File: config.mk
export PLATFORM = sky130hd
export DESIGN_NAME = tdc_spi_slave_emulator
export DESIGN_NICKNAME = d
export VERILOG_FILES = /design/src/rtl/tdc_spi_slave_emulator.sv
export SDC_FILE = /design/constraint.sdc
export NUM_CORES = 1
export LEC_CHECK = 0
export BUFFER_PORTS_ARGS = -buffer_cell sky130_fd_sc_hd__buf_4
export CAP_MARGIN = 40
export CORE_MARGIN = 5
export CORE_UTILIZATION = 45
export CTS_CLUSTER_SIZE = 20
export DETAILED_ROUTE_END_ITERATION = 12
export PLACE_DENSITY_LB_ADDON = 0.3
export SYNTH_ARGS = -nofsm -noshare
export SYNTH_HDL_FRONTEND = slang
export SYNTH_SLANG_ARGS = --single-unit
export TNS_END_PERCENT = 5
File: constraint.sdc
create_clock -name clk -period 4.6 [get_ports clk]
set_input_delay 0.92 -clock clk [delete_from_list [all_inputs] [get_ports clk]]
set_output_delay 0.92 -clock clk [all_outputs]
set_load 0.01 [all_outputs]
File: src/rtl/tdc_spi_slave_emulator.sv
// SPI mode-1 slave emulating the TDC register interface.
// Oversamples the SPI pins on clk; opcode-first frames, data MSB first.
`timescale 1ns/1ps
module tdc_spi_slave_emulator #(
    parameter int DATA_BYTES = 4,
    parameter int ADDR_W     = 4
) (
    input  logic                    clk,
    input  logic                    reset_n,
    input  logic                    spi_clk,
    input  logic                    spi_csn,
    input  logic                    spi_mosi,
    output logic                    spi_miso,
    output logic                    spi_miso_oe,
    output logic                    wr_en,
    output logic [ADDR_W-1:0]       wr_addr,
    output logic [8*DATA_BYTES-1:0] wr_data,
    output logic                    rd_req,
    output logic [ADDR_W-1:0]       rd_addr,
    input  logic [8*DATA_BYTES-1:0] rd_data,
    output logic                    por_pulse,
    output logic                    init_pulse,
    output logic                    frame_err
);

    localparam int DW = 8 * DATA_BYTES;
    localparam logic [1:0] LAST_BYTE = 2'(DATA_BYTES - 1);
    localparam logic [7:0] AMASK = 8'((1 << ADDR_W) - 1);

    localparam logic [2:0] IDLE   = 3'd0;
    localparam logic [2:0] OPCODE = 3'd1;
    localparam logic [2:0] WDATA  = 3'd2;
    localparam logic [2:0] RDATA  = 3'd3;
    localparam logic [2:0] DRAIN  = 3'd4;

    logic [2:0]    sclk_s;
    logic [2:0]    csn_s;
    logic [1:0]    mosi_s;
    logic          sclk_rise;
    logic          sclk_fall;
    logic          csn_rise;
    logic          csn_fall;
    logic          mosi_bit;

    logic [2:0]    state;
    logic [2:0]    bit_cnt;
    logic [1:0]    byte_cnt;
    logic          op_done;
    logic          rd_req_d;
    logic [7:0]    opcode_sr;
    logic [DW-2:0] wr_sr;
    logic [DW-1:0] tx_sr;
    logic          is_wr;
    logic          is_rd;
    logic          last_bit;

    // Third flop of each chain is edge history, so events land 3 clk after the pin.
    always_ff @(posedge clk or negedge reset_n) begin
        if (!reset_n) begin
            sclk_s <= '0;
            csn_s  <= '0;
            mosi_s <= '0;
        end else begin
            sclk_s <= {sclk_s[1:0], spi_clk};
            csn_s  <= {csn_s[1:0], spi_csn};
            mosi_s <= {mosi_s[0], spi_mosi};
        end
    end

    assign sclk_rise = sclk_s[1] & ~sclk_s[2];
    assign sclk_fall = ~sclk_s[1] & sclk_s[2];
    assign csn_rise  = csn_s[1] & ~csn_s[2];
    assign csn_fall  = ~csn_s[1] & csn_s[2];
    assign mosi_bit  = mosi_s[1];

    assign is_wr    = (opcode_sr & ~AMASK) == 8'h80;
    assign is_rd    = (opcode_sr & ~AMASK) == 8'hB0;
    assign last_bit = (bit_cnt == 3'd7) && (byte_cnt == LAST_BYTE);

    always_ff @(posedge clk or negedge reset_n) begin
        if (!reset_n) begin
            state       <= IDLE;
            bit_cnt     <= '0;
            byte_cnt    <= '0;
            op_done     <= 1'b0;
            rd_req_d    <= 1'b0;
            opcode_sr   <= '0;
            wr_sr       <= '0;
            tx_sr       <= '0;
            spi_miso    <= 1'b0;
            spi_miso_oe <= 1'b0;
            wr_en       <= 1'b0;
            wr_addr     <= '0;
            wr_data     <= '0;
            rd_req      <= 1'b0;
            rd_addr     <= '0;
            por_pulse   <= 1'b0;
            init_pulse  <= 1'b0;
            frame_err   <= 1'b0;
        end else begin
            wr_en      <= 1'b0;
            rd_req     <= 1'b0;
            por_pulse  <= 1'b0;
            init_pulse <= 1'b0;
            frame_err  <= 1'b0;
            rd_req_d   <= rd_req;
            if (csn_rise) begin
                state       <= IDLE;
                spi_miso    <= 1'b0;
                spi_miso_oe <= 1'b0;
                op_done     <= 1'b0;
                bit_cnt     <= '0;
                byte_cnt    <= '0;
            end else begin
                case (state)
                    IDLE: begin
                        if (csn_fall) begin
                            state       <= OPCODE;
                            bit_cnt     <= '0;
                            byte_cnt    <= '0;
                            op_done     <= 1'b0;
                            spi_miso_oe <= 1'b1;
                            spi_miso    <= 1'b0;
                        end
                    end
                    OPCODE: begin
                        if (op_done) begin
                            op_done <= 1'b0;
                            unique case (1'b1)
                                is_wr: state <= WDATA;
                                is_rd: begin
                                    rd_req  <= 1'b1;
                                    rd_addr <= opcode_sr[ADDR_W-1:0];
                                    state   <= RDATA;
                                end
                                opcode_sr == 8'h50: begin
                                    por_pulse <= 1'b1;
                                    state     <= DRAIN;
                                end
                                opcode_sr == 8'h70: begin
                                    init_pulse <= 1'b1;
                                    state      <= DRAIN;
                                end
                                default: begin
                                    frame_err <= 1'b1;
                                    state     <= DRAIN;
                                end
                            endcase
                        end else if (sclk_fall) begin
                            opcode_sr <= {opcode_sr[6:0], mosi_bit};
                            bit_cnt   <= bit_cnt + 3'd1;
                            op_done   <= (bit_cnt == 3'd7);
                        end
                    end
                    WDATA: begin
                        if (sclk_fall) begin
                            wr_sr   <= {wr_sr[DW-3:0], mosi_bit};
                            bit_cnt <= bit_cnt + 3'd1;
                            if (last_bit) begin
                                wr_en   <= 1'b1;
                                wr_addr <= opcode_sr[ADDR_W-1:0];
                                wr_data <= {wr_sr, mosi_bit};
                                state   <= DRAIN;
                            end else if (bit_cnt == 3'd7) begin
                                byte_cnt <= byte_cnt + 2'd1;
                            end
                        end
                    end
                    RDATA: begin
                        // Register bank answers one clk after seeing rd_req.
                        if (rd_req_d) begin
                            tx_sr <= rd_data;
                        end else if (sclk_rise) begin
                            spi_miso <= tx_sr[DW-1];
                            tx_sr    <= {tx_sr[DW-2:0], 1'b0};
                        end
                        if (sclk_fall) begin
                            bit_cnt <= bit_cnt + 3'd1;
                            if (last_bit) begin
                                spi_miso <= 1'b0;
                                state    <= DRAIN;
                            end else if (bit_cnt == 3'd7) begin
                                byte_cnt <= byte_cnt + 2'd1;
                            end
                        end
                    end
                    DRAIN: spi_miso <= 1'b0;
                    default: state <= IDLE;
                endcase
            end
        end
    end

endmodule
### Word level (Yosys, flattened, before mapping)

Cells that the tools add are included.

| cells by class | value |
|---|---|
| add/subtract/negate cells | 2 |
| eq/ne operators | 18 |
| mux-type cells | 54 |
| bitwise logic cells | 10 |
| reduce and logical (&&, ||, !) cells | 22 |

Operators by type and width:

| operator | number |
|---|---|
| $mux 32 | 2 |
| $mux 1 | 32 |
| $mux 3 | 9 |
| $eq 8x7->1 const B | 2 |
| $ne 3x3->1 const B | 4 |
| $pmux 3 s4 | 1 |
| $reduce_and 4->1 | 3 |
| $mux 2 | 5 |
| $reduce_and 5->1 | 2 |
| $ne 3x1->1 const B | 3 |
| $pmux 3 s3 | 1 |
| $reduce_and 3->1 | 3 |
| $eq 4x4->1 const B | 2 |
| $reduce_bool 4->1 | 2 |
| $eq 3x2->1 const B | 2 |
| $eq 3x3->1 const B | 2 |
| $not 1->1 | 6 |
| $pmux 3 s2 | 1 |
| $reduce_and 2->1 | 3 |
| $reduce_bool 2->1 | 3 |
| $reduce_bool 3->1 | 2 |
| $and 1x1->1 | 4 |
| $pmux 2 s2 | 1 |
| $reduce_or 4->1 | 1 |
| 10 further kinds | 10 |

| word-level totals | value |
|---|---|
| register bits after elaboration | 136 |
| bits of input ports | 37 |
| word-level logic and storage cells | 127 |

### Logic depth before layout (Yosys ltp)

Gate-level depths: netlist of run 1.

| logic depth | value |
|---|---|
| depth in word-level cells | 8 |
| gate-level depth with buffers | 9 |

### Worst setup path before layout of run 1

No wires, ideal clock.

| timing | value |
|---|---|
| kind | register to register |
| from | reg csn_s[1] |
| to | reg wr_addr[3] |
| data arrival time | 2.116 ns |
| setup slack | 2.359 ns |
| stages on the path, launching flop included | 9 |
| path buffers | 3 |
| period minus slack after synthesis | 2.241 ns |
| path through | dfrtp_1 > ha_1 > nor3b_2 > or3b_1 > clkbuf_1 > or2_1 > buf_4 > buf_6 > mux2_4 |

| on the way | value |
|---|---|
| word-level cells in the longest chain between the ends | 3 |

Ends and longest elaborated chain:

| element | RTL line | text |
|---|---|---|
| start, declared | 37 | `logic [2:0] csn_s;` |
| start signal, assigned | 65 | `csn_s <= {csn_s[1:0], spi_csn};` |
| $and 1x1->1 | 72 | `assign csn_rise = csn_s[1] & ~csn_s[2];` |
| $not 1->1 (no line) | - |  |
| $reduce_and 4->1 (no line) | - |  |
| end signal, assigned | 161 | `wr_addr <= opcode_sr[ADDR_W-1:0];` |
| end, declared | 16 | `output logic [ADDR_W-1:0] wr_addr,` |

Every way passes these cells.
A chain may end at the register's enable or synchronous reset.

### Worst setup path after layout of run 1

| timing | value |
|---|---|
| from | reg csn_s[1] |
| to | reg wr_data[23] |

| on the way | value |
|---|---|
| word-level cells in the longest chain between the ends | 3 |

Ends and longest elaborated chain:

| element | RTL line | text |
|---|---|---|
| $and 1x1->1 | 72 |  |
| $not 1->1 (no line) | - |  |
| $reduce_and 4->1 (no line) | - |  |
| end signal, assigned | 162 | `wr_data <= {wr_sr, mosi_bit};` |
| end, declared | 17 | `output logic [8*DATA_BYTES-1:0] wr_data,` |

Every way passes these cells.

==> results.json, run 1 <==
{
  "cts_hold_buf": 0,
  "grt_max_degree": 60,
  "vias": 3403,
  "dr.first_iter.drc_count": 159,
  "routed_wl_um": 10510,
  "cp_top_family": "simple AND/OR/NAND/NOR gates",
  "grt_use_met3_pct": 5.617,
  "slew_headroom_pct": 51.95,
  "ys_ff_latch": 136,
  "drc_errors": 0,
  "core_area_mm2": 0.01211,
  "criticalPathCategory": "reg -> reg",
  "area_growth_syn_to_layout_pct": 26.11,
  "cts_buffers": 17,
  "first_pass_iters": 5,
  "leakage_nw": 3.597,
  "crit_path_max_fanout": 32,
  "cp-end-kind": "register",
  "cts_resized": 0,
  "synthCells": 408,
  "setup_violations": 0,
  "ios": 84,
  "ys_types": 42,
  "die_y_um": 121.8,
  "synthArstFlopShare_pct": 100.0,
  "fillers": 1001,
  "required_ns": 4.89,
  "max_freq_mhz": 325.1,
  "skew_ns": 0.007957,
  "yosysWarnings": 0,
  "netlist_area_mm2": 0.005620,
  "ys.flop_type": "dfrtp_1",
  "cts_buffer_depth": 2,
  "yosysTopAreaCellShare_pct": 60.55,
  "synth_edf_count": 0,
  "vias_per_cell": 5.049,
  "final_area_mm2": 0.007088,
  "gp_congestion": 0.8339,
  "status": "complete, no violations",
  "grt_overflow_total": 0,
  "ir_drop_uv": 384.6,
  "dieArea_mm2": 0.01482,
  "critPathLaunchType": "register",
  "crit_buf_inv": 2,
  "synthesis.nets": 449,
  "syn_area_per_cell_um2": 13.78,
  "clk_pin_slew_ns": 0.05,
  "cts_max_level": 4,
  "placement_rows": 40,
  "worst_path_largest_cell_delay_ns": 0.63,
  "hpwl_um": 7060,
  "clock_sinks": 136,
  "drive_above_1_share_pct": 41.70,
  "grt_pass1_wl_um": 17710,
  "total_power_w": 0.002919,
  "grt_pass1_vias": 3535,
  "grtUsageTotal_pct": 15.32,
  "cts_root_buf": "clkbuf_16",
  "synthTopCellsByArea": "dfrtp_1 (61%), mux2_2 (11%), mux2_4 (7.7%)",
  "maxCapViolCount": 0,
  "place_inst": 642,
  "grtUsageMet2_pct": 22.96,
  "report.final.slew_viol_count": 0,
  "placed_area_mm2": 0.006474,
  "worstMarginPinSlew_ns": 0.7208,
  "initial_core_util_pct": 46.40,
  "fin_nets": 534,
  "port_buffers": 83,
  "wl_per_cell_um": 15.59,
  "hold_viol": 0,
  "r2r_slack_ns": 1.52,
  "final_common_cell": "dfrtp_1",
  "hold_path_class": "reg -> reg",
  "period_needed_ns": 3.076,
  "busiest_layer": "met2",
  "holdWs_ns": 0.3505,
  "path_cells": "ha_1, nor3b_2, or3b_1, buf_4, or2_2, buf_16, mux2_4",
  "min_period_over_period_pct": 66.86,
  "rsz0062_at_grt": "false",
  "antenna_found_initial": 0,
  "yosysSeqAreaShare_pct": 60.55,
  "crit_slowest_cell": "or2_2",
  "power_density_mw_per_mm2": 411.8,
  "final_cells": 674,
  "grt_use_met1_pct": 20.73,
  "mostFrequentLayoutCells": "dfrtp_1 (135), buf_4 (84), mux2_2 (54)",
  "die-width_um": 121.8,
  "cts_setup_buffers": 0,
  "arrival_ns": 3.37,
  "clock_latency_ns": 0.41,
  "ant_nets": 0,
  "yosysTopAreaCell": "dfrtp_1",
  "n_antenna_cell": 0,
  "cts_tree": "built",
  "fin_setup_tns_ns": 0
}
-- flip-flops by register name, summed over array words and instances, names as in the netlist, 2 cells and up --
name and cells:
opcode_sr 8, state 3, rd_addr 4, tx_sr 32
byte_cnt 2, sclk_s 3, csn_s 3, mosi_s 2
wr_sr 31, wr_data 32, wr_addr 4, bit_cnt 3
-- path summary, 6_finish.rpt --
check | depth (start not counted) | from | end
max | 7 | csn_s[1] | wr_data[23]
min | 0 | sclk_s[0] | sclk_s[1]
max reg2reg | 7 | csn_s[1] | wr_data[23]
min reg2reg | 0 | sclk_s[0] | sclk_s[1]
max in group asynchronous | 2 | reset_n | bit_cnt[1]
min in group asynchronous | 1 | reset_n | tx_sr[15]
-- metrics by stage --
| step | util, % | worst slack, ns |
|---|---|---|
| after floorplan | - | 2.359 |
| after global placement | 52.60 | 1.587 |
| after detailed placement | 53.45 | 1.583 |
| after CTS | 58.52 | 1.490 |
| after global routing | 58.52 | 1.365 |
| final | 58.52 | 1.524 |
-- worst register-to-register path, delay by kind of cell (launching register included) --
kind | cells | cell delay [ns]
simple gates | 3 | 1.34
buf+inv | 2 | 0.55
flops | 1 | 0.38
fa+ha+maj | 1 | 0.38
mux | 1 | 0.31
-- synth_stat cells, types with 4 or more instances --
| cell type | count |
|---|---|
| mux2_2 | 54 |
| dfrtp_1 | 136 |
| a21oi_1 | 5 |
| inv_1 | 6 |
| o21ai_0 | 36 |
| nand2_1 | 40 |
| mux2i_1 | 34 |
| nor2b_1 | 4 |
| ha_1 | 4 |
| clkbuf_1 | 16 |
| mux2_4 | 29 |
-- logic make-up after synthesis --
logic type / after synthesis / share of synthesized area (%)
compound gates: 53 / 5.343
xor+xnor: 1 / 0.1559
fa+ha+maj: 4 / 0.8905
buf+inv: 29 / 2.427
flops: 136 / 60.55
mux: 117 / 24.62
simple gates: 68 / 6.011
-- where the power goes --
part           internal [W]  switching (W)
registers           0.00124      0.0000599
clock network      0.000893       0.000495
logic              0.000117       0.000113
-- routing by layer --
| layer | vias up | wire (um) |
|---|---|---|
| li1 | 1612 | - |
| met1 | 1694 | 4858 |
| met2 | 89 | 4879 |
| met3 | 8 | 682 |
| met4 | 0 | 89 |
| met5 | - | 0 |
-- layout make-up --
cell class | count | area (um^2) | share of cell area, %
flip-flops and latches | 136 | 3405 | 48.03
inverters | 6 | 22.52 | 0.3177
repair buffers | 89 | 744.5 | 10.50
multi-input cells | 243 | 2092 | 29.51
clock buffers | 20 | 466.7 | 6.584
well taps | 168 | 210.2 | 2.966
clock inverters | 12 | 147.6 | 2.083
Note: power is estimated with default switching activity, not from simulation.
==> run 2: changes to the inputs <==
--- a/config.mk
+++ b/config.mk
@@ -5,6 +5,7 @@
 export SDC_FILE = /design/constraint.sdc
 export NUM_CORES = 1
 export LEC_CHECK = 0
+export ABC_AREA = 1
 export BUFFER_PORTS_ARGS = -buffer_cell sky130_fd_sc_hd__buf_4
 export CAP_MARGIN = 40
 export CORE_MARGIN = 5
==> constraint.sdc (replaced) <==
create_clock -name clk -period 3.2 [get_ports clk]
set_input_delay 0.64 -clock clk [delete_from_list [all_inputs] [get_ports clk]]
set_output_delay 0.64 -clock clk [all_outputs]
set_load 0.01 [all_outputs]
==> run 2 against run 1 <==
Compared with the run above: utilization fell by 1.7 points; sequential share of layout area rose by 0.059 points; synthesized cell count grew 46%; die area increased by 0.44%; final cell count grew 28%; clock power grew 52%; critical endpoint is now wr_sr[21]; largest power group unchanged.
==> results.json, run 2 <==
{
  "status": "complete, no violations",
  "clk_pin_slew_ns": 0.06,
  "die_y_um": 122.0,
  "drive_above_1_share_pct": 19.36,
  "final_util_pct": 56.79,
  "grt_overflow_total": 0,
  "cts_setup_buffers": 0,
  "max_freq_mhz": 466.2,
  "placement_rows": 41,
  "n_antenna_cell": 0,
  "cts_root_buf": "clkbuf_16",
  "fin_nets": 720,
  "ys_types": 29,
  "topRoutingLayerUsed": "met4",
  "hold_path_class": "in -> async",
  "clock_latency_ns": 0.42,
  "slew_headroom_pct": 52.16,
  "crit_path_max_fanout": 23,
  "vias": 4189,
  "gp_congestion": 0.8622,
  "grt_max_degree": 80,
  "die-width_um": 122.0,
  "crit_slowest_cell": "nor3_4",
  "hpwl_um": 7745,
  "wl_met2_um": 5415,
  "yosysTopAreaCellShare_pct": 60.27,
  "required_ns": 3.53,
  "ant_nets": 0,
  "period_needed_ns": 2.145,
  "syn_area_per_cell_um2": 9.490,
  "yosysTopAreaCell": "dfrtp_1",
  "wl_per_cell_um": 13.45,
  "routed_wl_um": 11620,
  "final_common_cell": "nand2_1",
  "seqPwrFrac_pct": 42.3,
  "grt_pass1_vias": 4197,
  "critPathLaunchType": "register",
  "cts_buffers": 17,
  "cts_tree": "built",
  "report.final.slew_viol_count": 0,
  "yosysMostFrequentCell": "nand2_1",
  "p_comb_share_pct": 9.2,
  "synth_common_cells": "nand2_1 (163), dfrtp_1 (136), o21ai_0 (87)",
  "skew_ns": 0.01120,
  "leakage_nw": 3.418,
  "criticalPathCategory": "reg -> reg",
  "p_sw_share_pct": 24.84,
  "power_density_mw_per_mm2": 614.7,
  "ys_ff_latch": 136,
  "clock_sinks": 136,
  "maxCapViolCount": 0,
  "ir_drop_uv": 389.7,
  "netlist_area_mm2": 0.005647,
  "cp-end-kind": "register",
  "drc_errors": 0,
  "min_period_over_period_pct": 67.03,
  "fillers": 1107,
  "cts_max_level": 4,
  "p_switching_w": 0.001081,
  "cts_hold_buf": 0,
  "mostFrequentLayoutCells": "nand2_1 (163), dfrtp_1 (135), buf_4 (89)",
  "ios": 84,
  "p_int_w": 0.003271,
  "grt_pass1_wl_um": 19750,
  "vias_per_cell": 4.848,
  "setup_violations": 0,
  "top_regs": "tx_sr x32, wr_data x32, wr_sr x31",
  "yosysSeqAreaShare_pct": 60.27,
  "synthesis.nets": 636,
  "yosysWarnings": 0,
  "antenna_found_initial": 0,
  "area_growth_syn_to_layout_pct": 25.37,
  "synthTopCellsByArea": "dfrtp_1 (60%), nand2_1 (11%), o21ai_0 (7.7%)",
  "p_clk_share_pct": 48.6,
  "initial_core_util_pct": 45.30,
  "hold_viol": 0,
  "synth_edf_count": 0,
  "first_pass_iters": 5,
  "worstMarginPinSlew_ns": 0.7176,
  "rsz0062_at_grt": "false",
  "fin_setup_tns_ns": 0,
  "port_buffers": 83,
  "cts_buffer_depth": 2,
  "synthCells": 595,
  "dieArea_mm2": 0.01489,
  "grtUsageTotal_pct": 16.94,
  "wl_met3_um": 538,
  "worst_path_largest_cell_delay_ns": 0.54,
  "synthArstFlopShare_pct": 100.0,
  "core_area_mm2": 0.01247,
  "crit_start": "csn_s[1]",
  "wirelength_met1_um": 5522,
  "holdWs_ns": 0.2298,
  "path_cells": "ha_1, nor2_4, nand2_4, nor3_4, buf_4, nand2_1, o21ai_0",
  "dr.first_iter.drc_count": 282,
  "r2r-start": "csn_s[1]",
  "ys.flop_type": "dfrtp_1",
  "cts_resized": 0,
  "arrival_ns": 2.48
}
[run 2: per-stage QoR]
| step | instance area (um^2) | setup slack, ns | std cells | total power [W] |
|---|---|---|---|---|
| 6_report | 7079 | 1.055 | 864 | 0.004352 |
| 2_1_floorplan | 5647 | 1.645 | 595 | 0.002112 |
| 3_5_place_dp | 6434 | 1.048 | 832 | 0.002266 |
| 4_1_cts | 7079 | 1.035 | 864 | 0.004402 |
| 3_3_place_gp | 6406 | 1.101 | 831 | 0.002247 |
| 5_1_grt | 7079 | 0.8191 | 864 | 0.004554 |
[run 2: logic make-up (layout without fill, tap and decap cells)]
logic type | after synthesis | count (layout) | synth area share (%)
AND/OR/NAND/NOR | 217 | 217 | 16.02
flip-flops | 136 | 136 | 60.27
buffers and inverters | 86 | 183 | 6.404
multiplexers | 31 | 31 | 5.495
AO/OA/AOI/OAI | 121 | 121 | 10.92
adder cells (fa/ha/maj) | 4 | 4 | 0.8864
[run 2: power groups by stage]
stage / clock network (W) / logic (W) / registers, W
final: 0.00211 / 0.000399 / 0.00184
after global routing: 0.00225 / 0.000459 / 0.00185
after CTS: 0.00216 / 0.000401 / 0.00184
after detailed placement: 0 / 0.000397 / 0.00187
after global placement: 0 / 0.000382 / 0.00186
after floorplan: 0 / 0.000269 / 0.00184
[run 2: layout make-up]
type / count / area [um^2] / area share [%]
sequential: 136 / 3405 / 48.09
multi-input combinational: 373 / 1882 / 26.58
timing repair buffer: 91 / 706.9 / 9.986
clock buffer: 20 / 456.7 / 6.451
inverter: 60 / 225.2 / 3.181
tap: 172 / 215.2 / 3.040
clock inverter: 12 / 188.9 / 2.669
[run 2: final timing paths]
kind | end | slack, ns | cells past startpoint
max | wr_sr[21] | 1.06 | 7
min | wr_data[7] | 0.23 | 1
max reg2reg | wr_sr[21] | 1.06 | 7
min reg2reg | csn_s[1] | 0.35 | 0
max in group asynchronous | wr_sr[15] | 2.17 | 2
min in group clk | csn_s[0] | 0.33 | 1
[run 2: metal layers]
metal / vias up / GRT usage [%]
met2: 90 / 26.42
met1: 2000 / 22.50
met4: 0 / 6.092
li1: 2088 / -
met5: - / 0
met3: 11 / 5.200
[run 2: worst max-delay path, delay by kind of cell (launching register included)]
kind / cells / cell delay (ns)
simple gates: 4 / 0.93
flops: 1 / 0.38
buf+inv: 1 / 0.34
fa+ha+maj: 1 / 0.30
compound gates: 1 / 0.08
